[config.mk]
export PLATFORM = sky130hd
export DESIGN_NAME = fp_result_packer
export DESIGN_NICKNAME = d
export VERILOG_FILES = /design/src/rtl/global_params.sv /design/src/rtl/rne_rounder.sv /design/src/rtl/fp_result_packer.sv
export SDC_FILE = /design/constraint.sdc
export NUM_CORES = 1
export LEC_CHECK = 0
export CORE_MARGIN = 10
export CORE_UTILIZATION = 50
export CTS_CLUSTER_DIAMETER = 50
export DETAILED_ROUTE_END_ITERATION = 12
export PLACE_DENSITY = 0.75
export SLEW_MARGIN = 25
export SYNTH_ARGS = -nofsm -noshare
export SYNTH_HDL_FRONTEND = slang
export SYNTH_SLANG_ARGS = --single-unit
[constraint.sdc]
create_clock -name clk -period 4.61 [get_ports clk]
set_input_delay 0.922 -clock clk [delete_from_list [all_inputs] [get_ports clk]]
set_output_delay 0.922 -clock clk [all_outputs]
set_load 0.05 [all_outputs]
[src/rtl/global_params.sv]
// Shared FP32 format constants, extended-mantissa bit positions and the packer FSM encoding.
package global_params;

  localparam int EXP_BITS  = 8;
  localparam int MANT_BITS = 23;
  localparam int MANT_W    = MANT_BITS + 4;
  localparam int PACK_BITS = 1 + EXP_BITS + MANT_BITS;

  localparam logic [EXP_BITS-1:0] EXP_MAX = {EXP_BITS{1'b1}};

  localparam int IDX_CARRY  = MANT_BITS + 3;
  localparam int IDX_HIDDEN = MANT_BITS + 2;
  localparam int IDX_GUARD  = 1;
  localparam int IDX_STICKY = 0;

  typedef enum logic [1:0] {
    ST_IDLE  = 2'd0,
    ST_NORM  = 2'd1,
    ST_ROUND = 2'd2,
    ST_DONE  = 2'd3
  } pack_state_t;

  function automatic logic [PACK_BITS-1:0] pack_word(
    input logic                 sign,
    input logic [EXP_BITS-1:0]  exp,
    input logic [MANT_BITS-1:0] frac
  );
    return {sign, exp, frac};
  endfunction

endpackage

[src/rtl/rne_rounder.sv]
// Combinational round-to-nearest-even on a significand with guard and sticky bits.
module rne_rounder #(
  parameter int SIG_BITS = 24
) (
  input  logic [SIG_BITS-1:0] sig,
  input  logic                guard,
  input  logic                sticky,
  output logic [SIG_BITS-1:0] rounded,
  output logic                carry,
  output logic                inexact
);

  logic                up_s;
  logic [SIG_BITS:0]   sum_s;

  // Ties go up only when the LSB is odd, which keeps the result even.
  always_comb begin
    up_s    = guard & (sticky | sig[0]);
    sum_s   = {1'b0, sig} + {{SIG_BITS{1'b0}}, up_s};
    rounded = sum_s[SIG_BITS-1:0];
    carry   = sum_s[SIG_BITS];
    inexact = guard | sticky;
  end

endmodule

[src/rtl/fp_result_packer.sv]
// Iterative normalize / round-to-nearest-even / pack stage producing an FP32 word
// from the add/sub datapath's extended mantissa, with valid/ready on both sides.
module fp_result_packer
  import global_params::*;
#(
  parameter int WIDTH = 32
) (
  input  logic                 clk,
  input  logic                 rst,
  input  logic                 in_valid,
  output logic                 in_ready,
  input  logic                 in_sign,
  input  logic [EXP_BITS-1:0]  in_exp,
  input  logic [MANT_BITS+3:0] in_mant,
  output logic                 out_valid,
  input  logic                 out_ready,
  output logic [WIDTH-1:0]     result,
  output logic                 flag_overflow,
  output logic                 flag_underflow,
  output logic                 flag_inexact
);

  // One spare exponent bit absorbs the +1 steps from carry and rounding.
  localparam int EW = EXP_BITS + 1;

  pack_state_t          state_r;
  logic                 sign_r;
  logic [EW-1:0]        exp_r;
  logic [MANT_W-1:0]    mant_r;
  logic                 subnormal_r;
  logic                 out_valid_r;
  logic [WIDTH-1:0]     result_r;
  logic                 overflow_r;
  logic                 underflow_r;
  logic                 inexact_r;

  logic [MANT_BITS:0]   rnd_sig_s;
  logic                 rnd_carry_s;
  logic                 rnd_inexact_s;
  logic [EW-1:0]        rnd_exp_s;
  logic [MANT_BITS-1:0] rnd_frac_s;
  logic                 rnd_ovf_s;
  logic                 rnd_unf_s;

  rne_rounder #(
    .SIG_BITS (MANT_BITS + 1)
  ) u_rne_rounder (
    .sig     (mant_r[IDX_HIDDEN:IDX_GUARD+1]),
    .guard   (mant_r[IDX_GUARD]),
    .sticky  (mant_r[IDX_STICKY]),
    .rounded (rnd_sig_s),
    .carry   (rnd_carry_s),
    .inexact (rnd_inexact_s)
  );

  // Exponent/fraction after rounding, including subnormal promotion and overflow detection.
  always_comb begin
    rnd_frac_s = rnd_sig_s[MANT_BITS-1:0];
    if (subnormal_r) begin
      rnd_exp_s = rnd_sig_s[MANT_BITS] ? EW'(1) : EW'(0);
    end else if (rnd_carry_s) begin
      rnd_exp_s  = exp_r + EW'(1);
      rnd_frac_s = {MANT_BITS{1'b0}};
    end else begin
      rnd_exp_s = exp_r;
    end
    rnd_ovf_s = (rnd_exp_s >= {1'b0, EXP_MAX});
    rnd_unf_s = subnormal_r && !rnd_sig_s[MANT_BITS];
  end

  // Control FSM with registered result and flags.
  always_ff @(posedge clk) begin
    if (rst) begin
      state_r     <= ST_IDLE;
      sign_r      <= 1'b0;
      exp_r       <= {EW{1'b0}};
      mant_r      <= {MANT_W{1'b0}};
      subnormal_r <= 1'b0;
      out_valid_r <= 1'b0;
      result_r    <= {WIDTH{1'b0}};
      overflow_r  <= 1'b0;
      underflow_r <= 1'b0;
      inexact_r   <= 1'b0;
    end else begin
      case (state_r)
        ST_IDLE: begin
          if (in_valid) begin
            sign_r      <= in_sign;
            exp_r       <= {1'b0, in_exp};
            mant_r      <= in_mant;
            subnormal_r <= 1'b0;
            overflow_r  <= 1'b0;
            underflow_r <= 1'b0;
            inexact_r   <= 1'b0;
            // Inf/NaN pass straight through with their payload untouched.
            if (in_exp == EXP_MAX) begin
              result_r    <= WIDTH'(pack_word(in_sign, EXP_MAX, in_mant[IDX_HIDDEN-1:IDX_GUARD+1]));
              out_valid_r <= 1'b1;
              state_r     <= ST_DONE;
            end else begin
              state_r <= ST_NORM;
            end
          end
        end
        ST_NORM: begin
          if (mant_r == {MANT_W{1'b0}}) begin
            result_r    <= WIDTH'(pack_word(sign_r, {EXP_BITS{1'b0}}, {MANT_BITS{1'b0}}));
            out_valid_r <= 1'b1;
            state_r     <= ST_DONE;
          end else if (mant_r[IDX_CARRY]) begin
            mant_r <= {1'b0, mant_r[MANT_W-1:2], mant_r[1] | mant_r[0]};
            exp_r  <= exp_r + EW'(1);
          end else if (!mant_r[IDX_HIDDEN] && (exp_r > EW'(1))) begin
            mant_r <= {mant_r[MANT_W-2:0], 1'b0};
            exp_r  <= exp_r - EW'(1);
          end else begin
            subnormal_r <= !mant_r[IDX_HIDDEN];
            state_r     <= ST_ROUND;
          end
        end
        ST_ROUND: begin
          if (rnd_ovf_s) begin
            result_r <= WIDTH'(pack_word(sign_r, EXP_MAX, {MANT_BITS{1'b0}}));
          end else begin
            result_r <= WIDTH'(pack_word(sign_r, rnd_exp_s[EXP_BITS-1:0], rnd_frac_s));
          end
          overflow_r  <= rnd_ovf_s;
          underflow_r <= rnd_unf_s;
          inexact_r   <= rnd_inexact_s;
          out_valid_r <= 1'b1;
          state_r     <= ST_DONE;
        end
        ST_DONE: begin
          if (out_ready) begin
            out_valid_r <= 1'b0;
            state_r     <= ST_IDLE;
          end
        end
        default: begin
          out_valid_r <= 1'b0;
          state_r     <= ST_IDLE;
        end
      endcase
    end
  end

  // Ready must drop with reset itself and come back in the first cycle after release.
  assign in_ready       = (state_r == ST_IDLE) && !rst;
  assign out_valid      = out_valid_r;
  assign result         = result_r;
  assign flag_overflow  = overflow_r;
  assign flag_underflow = underflow_r;
  assign flag_inexact   = inexact_r;

endmodule

==> results.json, run 1 <==
{
  "routed_wl_mm": 15.99,
  "synthToLayoutAreaGrowth_pct": 18.08,
  "avgSynthCellArea_um2": 7.304,
  "cts_setup_buffers": 0,
  "die_y_um": 120.3,
  "critPathArrivalTime_ns": 3.56,
  "place_hpwl_mm": 11.03,
  "fin_crit_ns": 3.278,
  "hp-start": "flag_underflow",
  "critPathMostFrequentCell": "buf_4",
  "place.port_buffers": 76,
  "initial_core_util": 0.5148,
  "async_flop_share": 0,
  "critical-path-max-stage-delay_ns": 0.83,
  "synth_commonest_cells": "nand2_1 (114), a21oi_1 (79), dfxtp_1 (76)",
  "worstSetupEndpointType": "register",
  "via_count": 5316,
  "track_usage": 0.2140,
  "antenna_found_initial": 0,
  "p_leak_nw": 1.958,
  "synth_cell_types": 60,
  "timing.setup.tns_ns": 0,
  "tightest_slew_ns": 1.000,
  "ys_warn_count": 0,
  "finalHoldViolations": 0,
  "dp.cells": 833,
  "netlist.area_leader.share": 0.3023,
  "yosys_most_used_dff": "dfxtp_1",
  "cts_htree_levels": 3,
  "die-area_um2": 14480,
  "yosysSeqAreaShare": 0.3023,
  "crit_start": "exp_r[3]",
  "cts.clk_slew.worst_paths_ns": 0.08,
  "cp_slowest_cell": "a21o_1",
  "cts-root-buf": "clkbuf_8",
  "final_core_util": 0.6079,
  "drt_iter0_drc": 578,
  "drive_gt1_frac": 0.06564,
  "io_pins": 77,
  "cts_sinks": 76,
  "crit_family": "compound AO/OA/AOI/OAI gates",
  "drc": 0,
  "wl_per_cell_um": 18.83,
  "worstPathCellList": "nor4_1, a31oi_2, buf_4, o221ai_1, a21o_1, buf_4, nand2_1, a21oi_1",
  "synth_area_leaders": "dfxtp_1 (30%), nand2_1 (8.5%), o211ai_1 (8.1%)",
  "hold_class": "register to register",
  "netlist_area_um2": 5032,
  "tritoncts": "built",
  "antennaDiodeCount": 0,
  "clk_latency_ns": 0.36,
  "crit_path_max_fanout": 27,
  "coreArea_um2": 9774,
  "final_cells": 849,
  "synth_most_common_cell": "nand2_1",
  "setup_viol": 0,
  "powerDensity_nw_per_um2": 718.6,
  "criticalPathCategory": "register to register",
  "rsz0062_at_grt": "false",
  "grt_max_degree": 76,
  "status": "complete, no violations",
  "slew_violations": 0,
  "grt_overflow_total": 0,
  "relSlewSlack": 0.3332,
  "synth_top_cell_by_area": "dfxtp_1",
  "gp_congestion": 0.9444,
  "dieWidth_um": 120.3,
  "grt_pass1_wl_mm": 25.94,
  "clk_path_buf_depth": 2,
  "fmax_mhz": 305.1,
  "ant_nets": 0,
  "dr.pass1.iters": 6,
  "ys_ff_latch": 76,
  "startpoint_type": "register",
  "cp.buffers_inverters": 2,
  "reg2reg_from": "exp_r[3]",
  "num_rows": 36,
  "grt_pass1_vias": 4901,
  "period_share": 0.7110,
  "critical_path_required_ns": 4.89,
  "drv_cap": 0,
  "irDropWorstVdd_mv": 0.4883,
  "syn_inst": 689,
  "fin_nets": 759,
  "hold_buffers": 0,
  "synth_edf_count": 0,
  "fin_skew_ns": 0.01017,
  "numCtsBuffers": 9,
  "drt-vias-per-instance": 6.261,
  "synthesis.nets": 737,
  "power.total_mw": 4.270,
  "cts_resized": 0
}
-- report_power, final --
group	internal, mW	total (mW)	switching [mW]
combinational	0.824	2.31	1.49
clock	0.361	0.629	0.268
sequential	0.903	1.33	0.429
-- cells in the final DEF (no fill, tap or decap), types with 4 or more instances in the layout --
cell type and count:
a211oi_1 11, clkdlybuf4s50_1 75, nor2_1 43, and3_1 24, dfxtp_1 75, xnor2_1 18, o21ai_0 13, nand3_1 21
nor3_1 13, or3_1 6, nand2_1 114, ha_1 7, and2_1 4, o211ai_1 54, nor4_1 14, clkbuf_8 9
inv_1 12, mux2i_1 6, o22ai_1 18, o221a_2 4, a21oi_1 79, xor2_1 12, nand4_1 13, buf_4 9
-- final timing paths --
kind	end	slack [ns]	depth (start not counted)
max	mant_r[18]	1.33	8
min	flag_underflow	0.46	2
max reg2reg	mant_r[18]	1.33	8
min reg2reg	flag_underflow	0.46	2
-- worst reg2reg max path: stages, from the launching register on --
cell      delay [ns]
dfxtp_1         0.46
nor4_1          0.60
a31oi_2         0.16
buf_4           0.27
o221ai_1        0.32
a21o_1          0.83
buf_4           0.32
nand2_1         0.07
a21oi_1         0.16
-- through the flow --
step | setup WS [ns] | cell area, µm² | hold slack [ns]
2_1_floorplan | 1.878 | 5032 | 0.4366
3_3_place_gp | 1.295 | 5703 | 0.4431
3_5_place_dp | 1.166 | 5703 | 0.4521
4_1_cts | 1.355 | 5942 | 0.4667
5_1_grt | 1.166 | 5942 | 0.5026
6_report | 1.332 | 5942 | 0.4628
-- sequential cells by signal, indices dropped and copies added, names as in the netlist --
name and cells:
exp_r 9, flag_inexact 1, flag_overflow 1, flag_underflow 1, mant_r 27, out_valid 1, result 32, sign_r 1
state_r 2, subnormal_r 1
-- cell families after synthesis --
logic type	Yosys count	share of synthesized area
and+or+nand+nor	275	0.2663
AOI/OAI and AO/OA	206	0.2698
buffers and inverters	86	0.07310
DFF	76	0.3023
xor gates and xnor gates	30	0.05221
muxes	8	0.01641
adders and majority gates	8	0.01989
-- per-layer routing --
| layer | up-vias | track usage | routed length [µm] |
|---|---|---|---|
| met1 | 2525 | 0.2846 | 7022 |
| li1 | 2523 | - | - |
| met2 | 235 | 0.3387 | 7353 |
| met4 | 0 | 0.06561 | 344 |
| met3 | 33 | 0.04653 | 1265 |
| met5 | - | 0 | 0 |
-- cell type report --
class / count / area, µm²
sequential: 76 / 1523
clock inverter: 6 / 111.4
inverter: 12 / 45.04
tap: 133 / 166.4
timing repair buffer: 85 / 823.3
multi-input combinational: 527 / 3146
fill: 891 / 3832
clock buffer: 10 / 127.6
Power figures use the tool's default switching activity.
==> inputs of run 2 (changes only) <==
--- a/config.mk
+++ b/config.mk
@@ -9,7 +9,7 @@
 export CORE_UTILIZATION = 50
 export CTS_CLUSTER_DIAMETER = 50
 export DETAILED_ROUTE_END_ITERATION = 12
-export PLACE_DENSITY = 0.75
+export PLACE_DENSITY = 0.78
 export SLEW_MARGIN = 25
 export SYNTH_ARGS = -nofsm -noshare
 export SYNTH_HDL_FRONTEND = slang
==> constraint.sdc (replaced) <==
create_clock -name clk -period 2.8 [get_ports clk]
set_input_delay 0.56 -clock clk [delete_from_list [all_inputs] [get_ports clk]]
set_output_delay 0.56 -clock clk [all_outputs]
set_load 0.05 [all_outputs]
==> results.json, run 2 (synthesized netlist as in run 1, its figures left out) <==
{
  "status": "complete, no violations",
  "drv_cap": 0,
  "place.port_buffers": 76,
  "p_leak_nw": 2.102,
  "hp-start": "flag_underflow",
  "initial_core_util": 0.5148,
  "numCtsBuffers": 9,
  "die_y_um": 120.3,
  "track_usage": 0.2125,
  "criticalPathCategory": "register to register",
  "dp.cells": 862,
  "grt_max_degree": 51,
  "cts_htree_levels": 3,
  "powerDensity_nw_per_um2": 1163,
  "clk_latency_ns": 0.35,
  "whs_ns": 0.4688,
  "cts.clk_slew.worst_paths_ns": 0.09,
  "critical_path_required_ns": 3.03,
  "reg2reg_from": "mant_r[2]",
  "grt_pass1_vias": 4949,
  "drt_iter0_drc": 681,
  "rr_worst_depth": 9,
  "hold_end": "flag_underflow",
  "drt-vias-per-instance": 6.302,
  "fin_skew_ns": 0.01344,
  "layout_common_cells": "nand2_1 (114), a21oi_1 (79), dfxtp_1 (75), clkdlybuf4s50_1 (74), o211ai_1 (54)",
  "gp_congestion": 0.9457,
  "n_fill_cell": 873,
  "worstPathCellList": "and2_1, ha_1, and3_1, nand4_4, or3_1, o22ai_2, o221ai_4, nand3_2, o22ai_1",
  "place_hpwl_mm": 11.48,
  "critical-path-max-stage-delay_ns": 0.44,
  "worstSetupEndpointType": "register",
  "pwr-share-seq": 0.275,
  "io_pins": 77,
  "coreArea_um2": 9774,
  "netSwitchingFraction": 0.5086,
  "rrSetupSlack_ns": 0.09,
  "hold_class": "register to register",
  "critPathArrivalTime_ns": 2.94,
  "num_rows": 36,
  "dr.pass1.iters": 5,
  "relSlewSlack": 0.4738,
  "final_core_util": 0.6343,
  "power_switching_mw": 3.666,
  "cts_sinks": 76,
  "p_clk_frac": 0.131,
  "final_cells": 880,
  "wl_per_cell_um": 18.67,
  "fmax_mhz": 369.5,
  "grt_pass1_wl_mm": 25.99,
  "routed_wl_mm": 16.43,
  "intPower_mw": 3.542,
  "final_common_cell": "nand2_1",
  "cp_slowest_cell": "dfxtp_1",
  "antennaDiodeCount": 0,
  "antenna_found_initial": 0,
  "crit_path_max_fanout": 9,
  "fin_nets": 790,
  "largest_reg_flops": 32,
  "hold_depth": 2,
  "via_count": 5546,
  "startpoint_type": "register",
  "combPwrFrac": 0.594,
  "synthToLayoutAreaGrowth_pct": 23.20,
  "clk_path_buf_depth": 2,
  "drc": 0,
  "r2r_end": "result[14]",
  "hold_buffers": 0,
  "ant_nets": 0,
  "finalHoldViolations": 0,
  "setup_viol": 0,
  "die-area_um2": 14480,
  "drive_gt1_frac": 0.1111,
  "dieWidth_um": 120.3,
  "fin_crit_ns": 2.706,
  "tightest_slew_ns": 0.7885,
  "slew_violations": 0,
  "cts_setup_buffers": 0,
  "tritoncts": "built",
  "period_share": 0.9665,
  "grt_overflow_total": 0,
  "irDropWorstVdd_mv": 0.8749,
  "cts-root-buf": "clkbuf_8",
  "crit_start": "mant_r[2]"
}
run 2: cell type report:
| class | instances | area, µm² | area share |
|---|---|---|---|
| Timing Repair Buffer | 114 | 1039 | 0.1675 |
| Clock inverter | 6 | 88.84 | 0.01433 |
| Inverter | 12 | 45.04 | 0.007265 |
| Clock buffer | 10 | 127.6 | 0.02059 |
| Tap cell | 133 | 166.4 | 0.02684 |
| Multi-Input combinational cell | 529 | 3211 | 0.5179 |
| Sequential cell | 76 | 1523 | 0.2456 |
run 2: power groups by stage:
stage	registers, mW	logic, mW	clock network (mW)
after detailed placement	1.99	4.14	0
after global placement	1.97	4.08	0
after CTS	1.96	4.17	0.944
after floorplan	2.22	2.65	0
final	1.98	4.28	0.944
after global routing	2.05	4.61	0.985
run 2: how the worst max path moves through the flow:
stage	endpoint	slack, ns	depth (start not counted)
final	result[14]	0.09	9
after global routing	result[11]	-0.003	9
after CTS	result[20]	0.08	9
after detailed placement	result[20]	0.10	9
after global placement	result[10]	0.22	9
after floorplan	result[11]	0.28	12
run 2: critical path, delay by kind of cell (launching register included):
kind	cells	cell delay, ns
AO/OA/AOI/OAI	3	0.62
adder cells (fa/ha/maj)	1	0.18
flip-flops	1	0.44
AND/OR/NAND/NOR	5	1.34
run 2: timing repair:
item                       CTS  global route
setup endpoints to repair    0            24
hold endpoints to repair     0             0
gates resized for setup      0             7
run 2: routing by layer:
metal | global-route usage | share of wire | vias to the layer above
li1 | - | - | 2600
met1 | 0.2913 | 0.42 | 2608
met2 | 0.3301 | 0.46 | 297
met3 | 0.03630 | 0.095 | 41
met4 | 0.07089 | 0.026 | 0
met5 | 0 | 0 | -
run 2: stage by stage:
step / power [mW] / area (µm²) / worst slack [ns] / setup TNS (ns)
after global placement: 6.056 / 5918 / 0.2249 / 0
after detailed placement: 6.130 / 5918 / 0.1007 / 0
after floorplan: 4.866 / 5032 / 0.2755 / 0
after global routing: 7.640 / 6200 / -0.003290 / -0.007103
after CTS: 7.075 / 6135 / 0.07641 / 0
final: 7.208 / 6200 / 0.09372 / 0
==> inputs of run 3 (changes only) <==
--- a/config.mk
+++ b/config.mk
@@ -9,8 +9,9 @@
 export CORE_UTILIZATION = 50
 export CTS_CLUSTER_DIAMETER = 50
 export DETAILED_ROUTE_END_ITERATION = 12
-export PLACE_DENSITY = 0.78
+export PLACE_DENSITY = 0.77
 export SLEW_MARGIN = 25
 export SYNTH_ARGS = -nofsm -noshare
 export SYNTH_HDL_FRONTEND = slang
+export SYNTH_HIERARCHICAL = 1
 export SYNTH_SLANG_ARGS = --single-unit
==> results.json, run 3 <==
{
  "worstSetupEndpointType": "register",
  "finalHoldViolations": 0,
  "grt_max_degree": 57,
  "status": "complete, but fails checks",
  "whs_ns": 0.4656,
  "cts_sinks": 76,
  "numCtsBuffers": 9,
  "fmax_mhz": 334.9,
  "synth_most_common_cell": "dfxtp_1",
  "violations": "setup timing",
  "drive_gt1_frac": 0.2126,
  "die-area_um2": 15020,
  "io_pins": 77,
  "clk_path_buf_depth": 2,
  "synth_edf_count": 0,
  "cts.clk_slew.worst_paths_ns": 0.09,
  "via_count": 5981,
  "crit_path_max_fanout": 6,
  "die_y_um": 122.6,
  "antennaDiodeCount": 0,
  "tritoncts": "built",
  "cp.buffers_inverters": 1,
  "gp_congestion": 0.8855,
  "period_share": 1.066,
  "hold_class": "register to register",
  "cts_htree_levels": 3,
  "final_common_cell": "clkdlybuf4s50_1",
  "worstPathCellList": "o21a_1, ha_4, ha_4, and2_4, and4_1, and3_4, nand2b_4, mux2_4, or4_4, buf_12, o2111ai_2, a311oi_2",
  "num_rows": 37,
  "drv_cap": 0,
  "powerDensity_nw_per_um2": 1118,
  "fin_skew_ns": 0.01198,
  "crit_start": "mant_r[0]",
  "irDropWorstVdd_mv": 0.4824,
  "synth_commonest_cells": "dfxtp_1 (76), a21oi_1 (55), clkbuf_1 (38)",
  "timing.setup.tns_ns": -4.071,
  "reg2reg_from": "mant_r[0]",
  "grt_overflow_total": 0,
  "critPathArrivalTime_ns": 3.22,
  "place_area_um2": 6633,
  "postLayoutSetupSlackWorst_ns": -0.1860,
  "dr.pass1.iters": 5,
  "layout_common_cells": "clkdlybuf4s50_1 (74), dfxtp_1 (73), buf_4 (63), a21oi_1 (55), nor3_1 (32)",
  "p_leak_nw": 2.534,
  "coreArea_um2": 10280,
  "antenna_found_initial": 0,
  "clk_latency_ns": 0.36,
  "ys_ff_latch": 76,
  "synthesis.nets": 698,
  "netlist.area_leader.share": 0.2892,
  "cp_slowest_cell": "or4_4",
  "hp-start": "flag_underflow",
  "rsz0062_at_grt": "true",
  "critical_path_required_ns": 3.03,
  "tightest_slew_ns": 0.6545,
  "hold_buffers": 0,
  "fin_crit_ns": 2.986,
  "yosysSeqAreaShare": 0.2892,
  "ant_nets": 0,
  "critPathMostFrequentCell": "ha_4",
  "track_usage": 0.2449,
  "place_hpwl_mm": 12.83,
  "wl_per_cell_um": 21.61,
  "initial_core_util": 0.5118,
  "synthToLayoutAreaGrowth_pct": 34.97,
  "dieWidth_um": 122.6,
  "drt-vias-per-instance": 6.766,
  "yosys_most_used_dff": "dfxtp_1",
  "async_flop_share": 0,
  "grt_pass1_vias": 5677,
  "routed_wl_mm": 19.11,
  "slew_violations": 0,
  "place.port_buffers": 76,
  "synth_top_cell_by_area": "dfxtp_1",
  "startpoint_type": "register",
  "synth_area_leaders": "dfxtp_1 (29%), a21oi_1 (5.2%), a311oi_1 (4.8%)",
  "final_area_um2": 7099,
  "avgSynthCellArea_um2": 8.105,
  "critical-path-max-stage-delay_ns": 0.63,
  "setup_viol": 27,
  "drc": 0,
  "drt_iter0_drc": 586,
  "fin_nets": 792,
  "cts-root-buf": "clkbuf_8",
  "netlist_area_um2": 5260,
  "synth_cell_types": 73,
  "ys_warn_count": 6,
  "syn_inst": 649,
  "grt_pass1_wl_mm": 30.17,
  "relSlewSlack": 0.5630,
  "criticalPathCategory": "register to register",
  "largest_reg_flops": 32,
  "crit_family": "simple AND/OR/NAND/NOR gates"
}
==> run 3: cell count changes after synthesis, sizes merged, moves of 9 or more <==
cell     delta
a21oi      -25
a211oi     +17
nand2b     +25
o22ai      -15
nand2      -87
nor2       -11
a311oi     +27
nand3       -9
o211ai     -49
a221oi     +27
clkbuf      -9
o2111ai    +24
nor3       +23
==> run 3: cell type report <==
type,instances,area [µm²]
repair buffers,148,1439
clock buffers,10,127.6
inverters,18,70.07
flip-flops and latches,76,1525
well taps,136,170.2
multi-input cells,490,3656
fillers,853,3178
clock inverters,6,111.4
==> run 3: per-stage QoR <==
stage	power, mW	setup WS [ns]	util	instances
final	7.935	-0.1860	0.6908	884
after global routing	8.399	-0.2809	0.6908	884
after CTS	7.716	-0.2030	0.6786	879
after detailed placement	6.629	-0.2374	0.6454	861
after global placement	6.530	-0.1642	0.6454	861
after floorplan	5.005	-0.07861	-	649
==> run 3: where the power goes <==
| part | switching [mW] | total [mW] | internal (mW) |
|---|---|---|---|
| registers | 0.333 | 1.77 | 1.43 |
| logic | 3.14 | 5.11 | 1.97 |
| clock network | 0.462 | 1.06 | 0.595 |
| total | 3.94 | 7.94 | 4.00 |
==> run 3: worst register-to-register path: stages, from the launching register on <==
cell and delay (ns):
dfxtp_2 0.33, o21a_1 0.22, ha_4 0.19, ha_4 0.15, and2_4 0.13, and4_1 0.14
and3_4 0.19, nand2b_4 0.14, mux2_4 0.26, or4_4 0.63, buf_12 0.20, o2111ai_2 0.18
a311oi_2 0.11
==> run 3: final timing paths <==
path / slack, ns / cells after the start / to
max reg2reg: -0.19 / 12 / result[12]
min: 0.47 / 2 / flag_underflow
min reg2reg: 0.47 / 2 / flag_underflow
max: -0.19 / 12 / result[12]
==> run 3: logic make-up (layout without fill, tap and decap cells) <==
family,after synthesis,after routing,synth area share
AO/OA/AOI/OAI,232,232,0.3275
XOR/XNOR,25,25,0.04163
adder cells (fa/ha/maj),9,9,0.02141
buffers and inverters,83,182,0.06803
flip-flops,76,76,0.2892
multiplexers,5,5,0.01070
AND/OR/NAND/NOR,219,219,0.2414
==> run 3: timing repair <==
action / 4_1_cts / 5_1_grt
gates resized for setup: 11 / 15
hold endpoints to repair: 0 / 0
gates cloned: 2 / 1
buffers inserted: 0 / 4
pin swaps: 16 / 18
endpoints found under the setup margin: 30 / 30
==> run 3: per-layer routing <==
metal	wire [µm]	track usage	up-vias
met5	0	0	-
met3	1512	0.04132	56
li1	-	-	2737
met1	7787	0.3079	2883
met2	9261	0.4092	305
met4	544	0.09720	0
